## config.mk

```make
export PLATFORM = sky130hd
export DESIGN_NAME = prod_accum
export DESIGN_NICKNAME = d
export VERILOG_FILES = /design/src/rtl/prod_accum.sv
export SDC_FILE = /design/constraint.sdc
export NUM_CORES = 1
export LEC_CHECK = 0
export BUFFER_PORTS_ARGS = -buffer_cell sky130_fd_sc_hd__clkbuf_2
export CORE_MARGIN = 4
export CORE_UTILIZATION = 61
export DETAILED_ROUTE_END_ITERATION = 8
export PLACE_DENSITY = 0.87
export SYNTH_ARGS = -nofsm -noshare
export SYNTH_HDL_FRONTEND = slang
export SYNTH_SLANG_ARGS = --single-unit
```

## constraint.sdc

```tcl
create_clock -name clk -period 2.97 [get_ports clk]
set_input_delay 0.297 -clock clk [delete_from_list [all_inputs] [get_ports clk]]
set_output_delay 0.297 -clock clk [all_outputs]
set_load 0.03 [all_outputs]
```

## src/rtl/prod_accum.sv

```systemverilog
// prod_accum: frame accumulator behind the 4x4 multiplier.
// Sums 8-bit unsigned products over a valid/ready input stream, with in_last
// closing a frame, then holds the registered sum / term count / overflow flag
// on an output handshake until the consumer takes it.
module prod_accum #(
  parameter int ACC_W = 16,
  parameter int CNT_W = 8
) (
  input  logic             clk,
  input  logic             rst_n,
  input  logic             clr,
  input  logic             in_valid,
  output logic             in_ready,
  input  logic [7:0]       prod,
  input  logic             in_last,
  output logic             out_valid,
  input  logic             out_ready,
  output logic [ACC_W-1:0] out_sum,
  output logic [CNT_W-1:0] out_cnt,
  output logic             out_ovf
);

  typedef enum logic {
    ST_ACC  = 1'b0,
    ST_DONE = 1'b1
  } state_t;

  state_t             state_q,   state_d;
  logic [ACC_W-1:0]   acc_q,     acc_d;
  logic [CNT_W-1:0]   cnt_q,     cnt_d;
  logic               ovf_q,     ovf_d;
  logic [ACC_W-1:0]   out_sum_q, out_sum_d;
  logic [CNT_W-1:0]   out_cnt_q, out_cnt_d;
  logic               out_ovf_q, out_ovf_d;

  logic               accept;
  logic [ACC_W:0]     sum_ext;
  logic [CNT_W-1:0]   cnt_inc;
  logic               ovf_new;

  // Handshake flags come straight from the state register.
  assign in_ready  = (state_q == ST_ACC);
  assign out_valid = (state_q == ST_DONE);
  assign out_sum   = out_sum_q;
  assign out_cnt   = out_cnt_q;
  assign out_ovf   = out_ovf_q;

  // Next-state and datapath: clr overrides everything, else accumulate or release.
  always_comb begin
    accept    = in_valid && in_ready;
    sum_ext   = {1'b0, acc_q} + {{(ACC_W-7){1'b0}}, prod};
    cnt_inc   = (cnt_q == '1) ? cnt_q : cnt_q + CNT_W'(1);
    ovf_new   = ovf_q | sum_ext[ACC_W];

    state_d   = state_q;
    acc_d     = acc_q;
    cnt_d     = cnt_q;
    ovf_d     = ovf_q;
    out_sum_d = out_sum_q;
    out_cnt_d = out_cnt_q;
    out_ovf_d = out_ovf_q;

    if (clr) begin
      state_d = ST_ACC;
      acc_d   = '0;
      cnt_d   = '0;
      ovf_d   = 1'b0;
    end else begin
      case (state_q)
        ST_ACC: begin
          if (accept) begin
            if (in_last) begin
              // Final beat: publish totals including this beat, restart internals.
              out_sum_d = sum_ext[ACC_W-1:0];
              out_cnt_d = cnt_inc;
              out_ovf_d = ovf_new;
              acc_d     = '0;
              cnt_d     = '0;
              ovf_d     = 1'b0;
              state_d   = ST_DONE;
            end else begin
              acc_d = sum_ext[ACC_W-1:0];
              cnt_d = cnt_inc;
              ovf_d = ovf_new;
            end
          end
        end
        ST_DONE: begin
          if (out_ready) state_d = ST_ACC;
        end
        default: state_d = ST_ACC;
      endcase
    end
  end

  // State and result registers, cleared asynchronously.
  always_ff @(posedge clk or negedge rst_n) begin
    if (!rst_n) begin
      state_q   <= ST_ACC;
      acc_q     <= '0;
      cnt_q     <= '0;
      ovf_q     <= 1'b0;
      out_sum_q <= '0;
      out_cnt_q <= '0;
      out_ovf_q <= 1'b0;
    end else begin
      state_q   <= state_d;
      acc_q     <= acc_d;
      cnt_q     <= cnt_d;
      ovf_q     <= ovf_d;
      out_sum_q <= out_sum_d;
      out_cnt_q <= out_cnt_d;
      out_ovf_q <= out_ovf_d;
    end
  end

endmodule

```

After elaboration in Yosys (flattened, before gate mapping) --
Index checks and enable logic that the tools add are counted.
Word-level totals: flip-flop bits (word level) 51, input bits 14, output and inout bits 27
Operators by class: $add $sub $neg 2, equality and inequality tests 2, muxes and demuxes 18, bitwise operators 3, reductions and logical operators 4
Operator list (count):
- $mux 16 | 4
- $mux 8 | 5
- $add 16x8->17 | 1
- $add 8x1->8 const B | 1
- $eq 8x8->1 const B | 1
- $mux 1 | 8
- $reduce_and 4->1 | 1
- $ne 2x2->1 const B | 1
- $not 1->1 | 2
- $pmux 1 s2 | 1
- $reduce_and 2->1 | 1
- $reduce_bool 2->1 | 1
- $logic_and 1x1->1 | 1
- $or 1x1->1 | 1

Longest topological paths before layout --
word-level depth 6, gate-level depth with buffers 7, mapped depth without buffers 7

Worst setup path before layout --
No wires, ideal clock.
path type register to register, start register acc_q[0], end register out_sum_q[8], in the netlist out_sum[8], data arrival time 1925 ps, data required time 2845 ps, slack 920 ps, cell stages (with the launch flop) 8, cell sequence dfrtp_1 ha_1 fa_1 a211oi_1 o21ai_1 a31oi_1 xnor2_1 o21ai_1
Between the ends: longest elaborated chain between the ends 1
RTL lines:
- from (decl) | line 29 | logic [ACC_W-1:0] acc_q, acc_d;
- from (signal assigned) | line 100 | acc_q <= '0;
- from (signal assigned) | line 108 | acc_q <= acc_d;
- $add 16x8->17 | line 51 | sum_ext = {1'b0, acc_q} + {{(ACC_W-7){1'b0}}, prod};
- to (signal assigned) | line 111 | out_sum_q <= out_sum_d;
- to (decl) | line 32 | logic [ACC_W-1:0] out_sum_q, out_sum_d;
Every way passes these cells. A chain may end at the register's enable or synchronous reset.

Worst setup path after layout --
Same ends and word-level chain as after synthesis.

==> flow_metrics.env <==
export IMPL_startpoint_type="register"
export IMPL_hp_class="in -> async"
export IMPL_slowest_delay_ps=430
export IMPL_synth_top_flop_cell="dfrtp_1"
export IMPL_drt_wl_total_mm=5.53
export IMPL_num_vias=2098
export IMPL_core_sq_um=4090
export IMPL_die_y_um=73.8
export IMPL_grt_total_usage_pct=22.9
export IMPL_drc=0
export IMPL_final_common_cell="dfrtp_1"
export IMPL_leakage_uw=0.00144
export IMPL_overflow=0
export IMPL_initial_utilization_pct=64.6
export IMPL_die_area_sq_um=5450
export IMPL_grt_max_degree=28
export IMPL_num_nets_final=320
export IMPL_die_w_um=73.8
export IMPL_synth_top_area_share_pct=48.3
export IMPL_slowest_stage="fa_1"
export IMPL_netlist_top_cells_area="dfrtp_1, o21ai_0, ha_1"
export IMPL_n_antenna_cell=0
export IMPL_crit_path_cell_trace="ha_1 -> fa_1 -> a211oi_1 -> o21ai_1 -> a31oi_1 -> xnor2_1 -> o21ai_1"
export IMPL_crit_type="reg -> reg"
export IMPL_grt_pass1_wl_mm=9.56
export IMPL_h_tree_depth=2
export IMPL_cts_hold_buf=0
export IMPL_wire_per_inst_um=15.9
export IMPL_cts_buffers=5
export IMPL_setup_viol=0
export IMPL_syn_num_nets=280
export IMPL_syn_area_sq_um=2640
export IMPL_crit_buf_inv=0
export IMPL_fin_crit_ps=2250
export IMPL_status="finished clean"
export IMPL_final_cell_mix="dfrtp_1, clkbuf_2, nand2_1, o21ai_0, a21oi_1"
export IMPL_numPortBuffers=40
export IMPL_ios=41
export IMPL_cap_violations=0
export IMPL_clock_path_buffers=2
export IMPL_yosysSeqAreaShare_pct=48.3
export IMPL_ir_worst_vdd_mv=0.371
export IMPL_via_per_inst=6.05
export IMPL_rrSetupSlack_ps=720
export IMPL_cpLargestDelayFamily="compound AO/OA/AOI/OAI gates"
export IMPL_cts_root_buf="clkbuf_8"
export IMPL_drtPass1Iterations=4
export IMPL_hold_slack_ps=5.54
export IMPL_skew_ps=4.36
export IMPL_clkSinkCount=51
export IMPL_synth_seq_cells=51
export IMPL_max_slew_margin_rel_pct=54.9
export IMPL_arrival_ps=2420
export IMPL_drive_gt1_share_pct=23.9
export IMPL_fin_tns_setup_ps=0
export IMPL_rsz0062_at_grt="false"
export IMPL_max_freq_mhz=445
export IMPL_place_gp_congestion=0.793
export IMPL_dp_hpwl_mm=3.99
export IMPL_insertion_delay_ps=310
export IMPL_syn_to_final_growth_pct=12.9
export IMPL_slew_violations=0
export IMPL_crit_top_cell="o21ai_1"
export IMPL_antenna_found_initial=0
export IMPL_grt_pass1_vias=2094
export IMPL_cp_max_fo=3
export IMPL_syn_avg_cell_area_sq_um=10.3
export IMPL_tightestPinTransition_ps=677
export IMPL_syn_inst=256
export IMPL_cp_required_ps=3140
export IMPL_synth_edf_count=0
export IMPL_ys_types=45
export IMPL_hold_violations=0
export IMPL_cp_end_kind="register"
export IMPL_postCtsSetupRepairBufs=0
export IMPL_yosysTopAreaCell="dfrtp_1"
export IMPL_min_period_over_period_pct=75.7
export IMPL_first_iter_violations=194
export IMPL_synth_warnings=0
export IMPL_async_flop_share_pct=100
export IMPL_cts_tree="yes"
export IMPL_power_density_nw_per_um2=504
export IMPL_antenna_left=0
export IMPL_cts_resized=0
export IMPL_clk_pin_slew_ps=90
export IMPL_rows=23
## stage by stage
stage          power [uW]  std cells  util [%]  worst slack (ps)  area (sq um)
2_1_floorplan        1010        256         -               920          2640
3_3_place_gp         1110        339      70.9               785          2900
3_5_place_dp         1120        339      70.9               690          2900
4_1_cts              1510        347      73.0               705          2980
5_1_grt              1570        347      73.0               552          2980
6_report             1500        347      73.0               723          2980
## synthesized netlist by cell type (all sizes together) (3+ instances only)
library cell	count
ha	9
a21oi	19
nand4	5
inv	6
xnor2	8
xor2	8
nor2	7
o31ai	5
a21o	4
dfrtp	51
and3	5
o21ai	32
o211ai	4
nand2	25
nand2b	3
clkbuf	10
nand3	10
mux2	9
or3	5
a31oi	3
a22o	8
## sequential cells by signal, indices dropped and copies added (netlist names)
name / count
out_sum: 16
out_cnt: 8
out_valid: 1
cnt_q: 8
out_ovf: 1
acc_q: 16
ovf_q: 1
## metal layers
layer | routed length, um | GRT usage (%) | vias to the layer above | share of wire (%)
met2 | 2720 | 39.1 | 55 | 49
met5 | 0 | 0 | - | 0
met4 | 153 | 8.85 | 0 | 2.8
li1 | - | - | 1014 | -
met1 | 2400 | 28.4 | 1011 | 43
met3 | 251 | 4.51 | 18 | 4.5
## worst paths after layout
path	start	endpoint	cells after the start
max in group asynchronous	rst_n	acc_q[15]	2
worst max register to register	acc_q[0]	out_sum[8]	7
min in group clk	out_ready	out_valid	2
worst max-delay path	acc_q[0]	out_sum[8]	7
worst min-delay path	rst_n	out_sum[12]	1
worst min register to register	out_cnt[3]	out_cnt[3]	2
## where the power goes
part           total, uW  internal [uW]  switching, uW
registers            777            746           30.9
clock network        396            165            231
logic                329            110            219
## kinds of logic (layout without fill, tap and decap cells)
logic type      after synthesis  count (layout)  share of synthesized area (%)
xor+xnor                     16              16                           5.31
mux                          11              11                           4.60
fa+ha+maj                    10              10                           5.02
simple gates                 66              66                           13.1
compound gates               85              85                           21.2
flops                        51              51                           48.3
buf+inv                      17              58                           2.46
## cell type report
class | instances | area, sq um
inverters | 6 | 22.5
multi-input cells | 188 | 1310
well taps | 50 | 62.6
clock inverters | 2 | 12.5
clock buffers | 6 | 72.6
repair buffers | 44 | 230
fillers | 304 | 1100
flip-flops and latches | 51 | 1280
No activity file was read; power rests on OpenSTA's default activity.
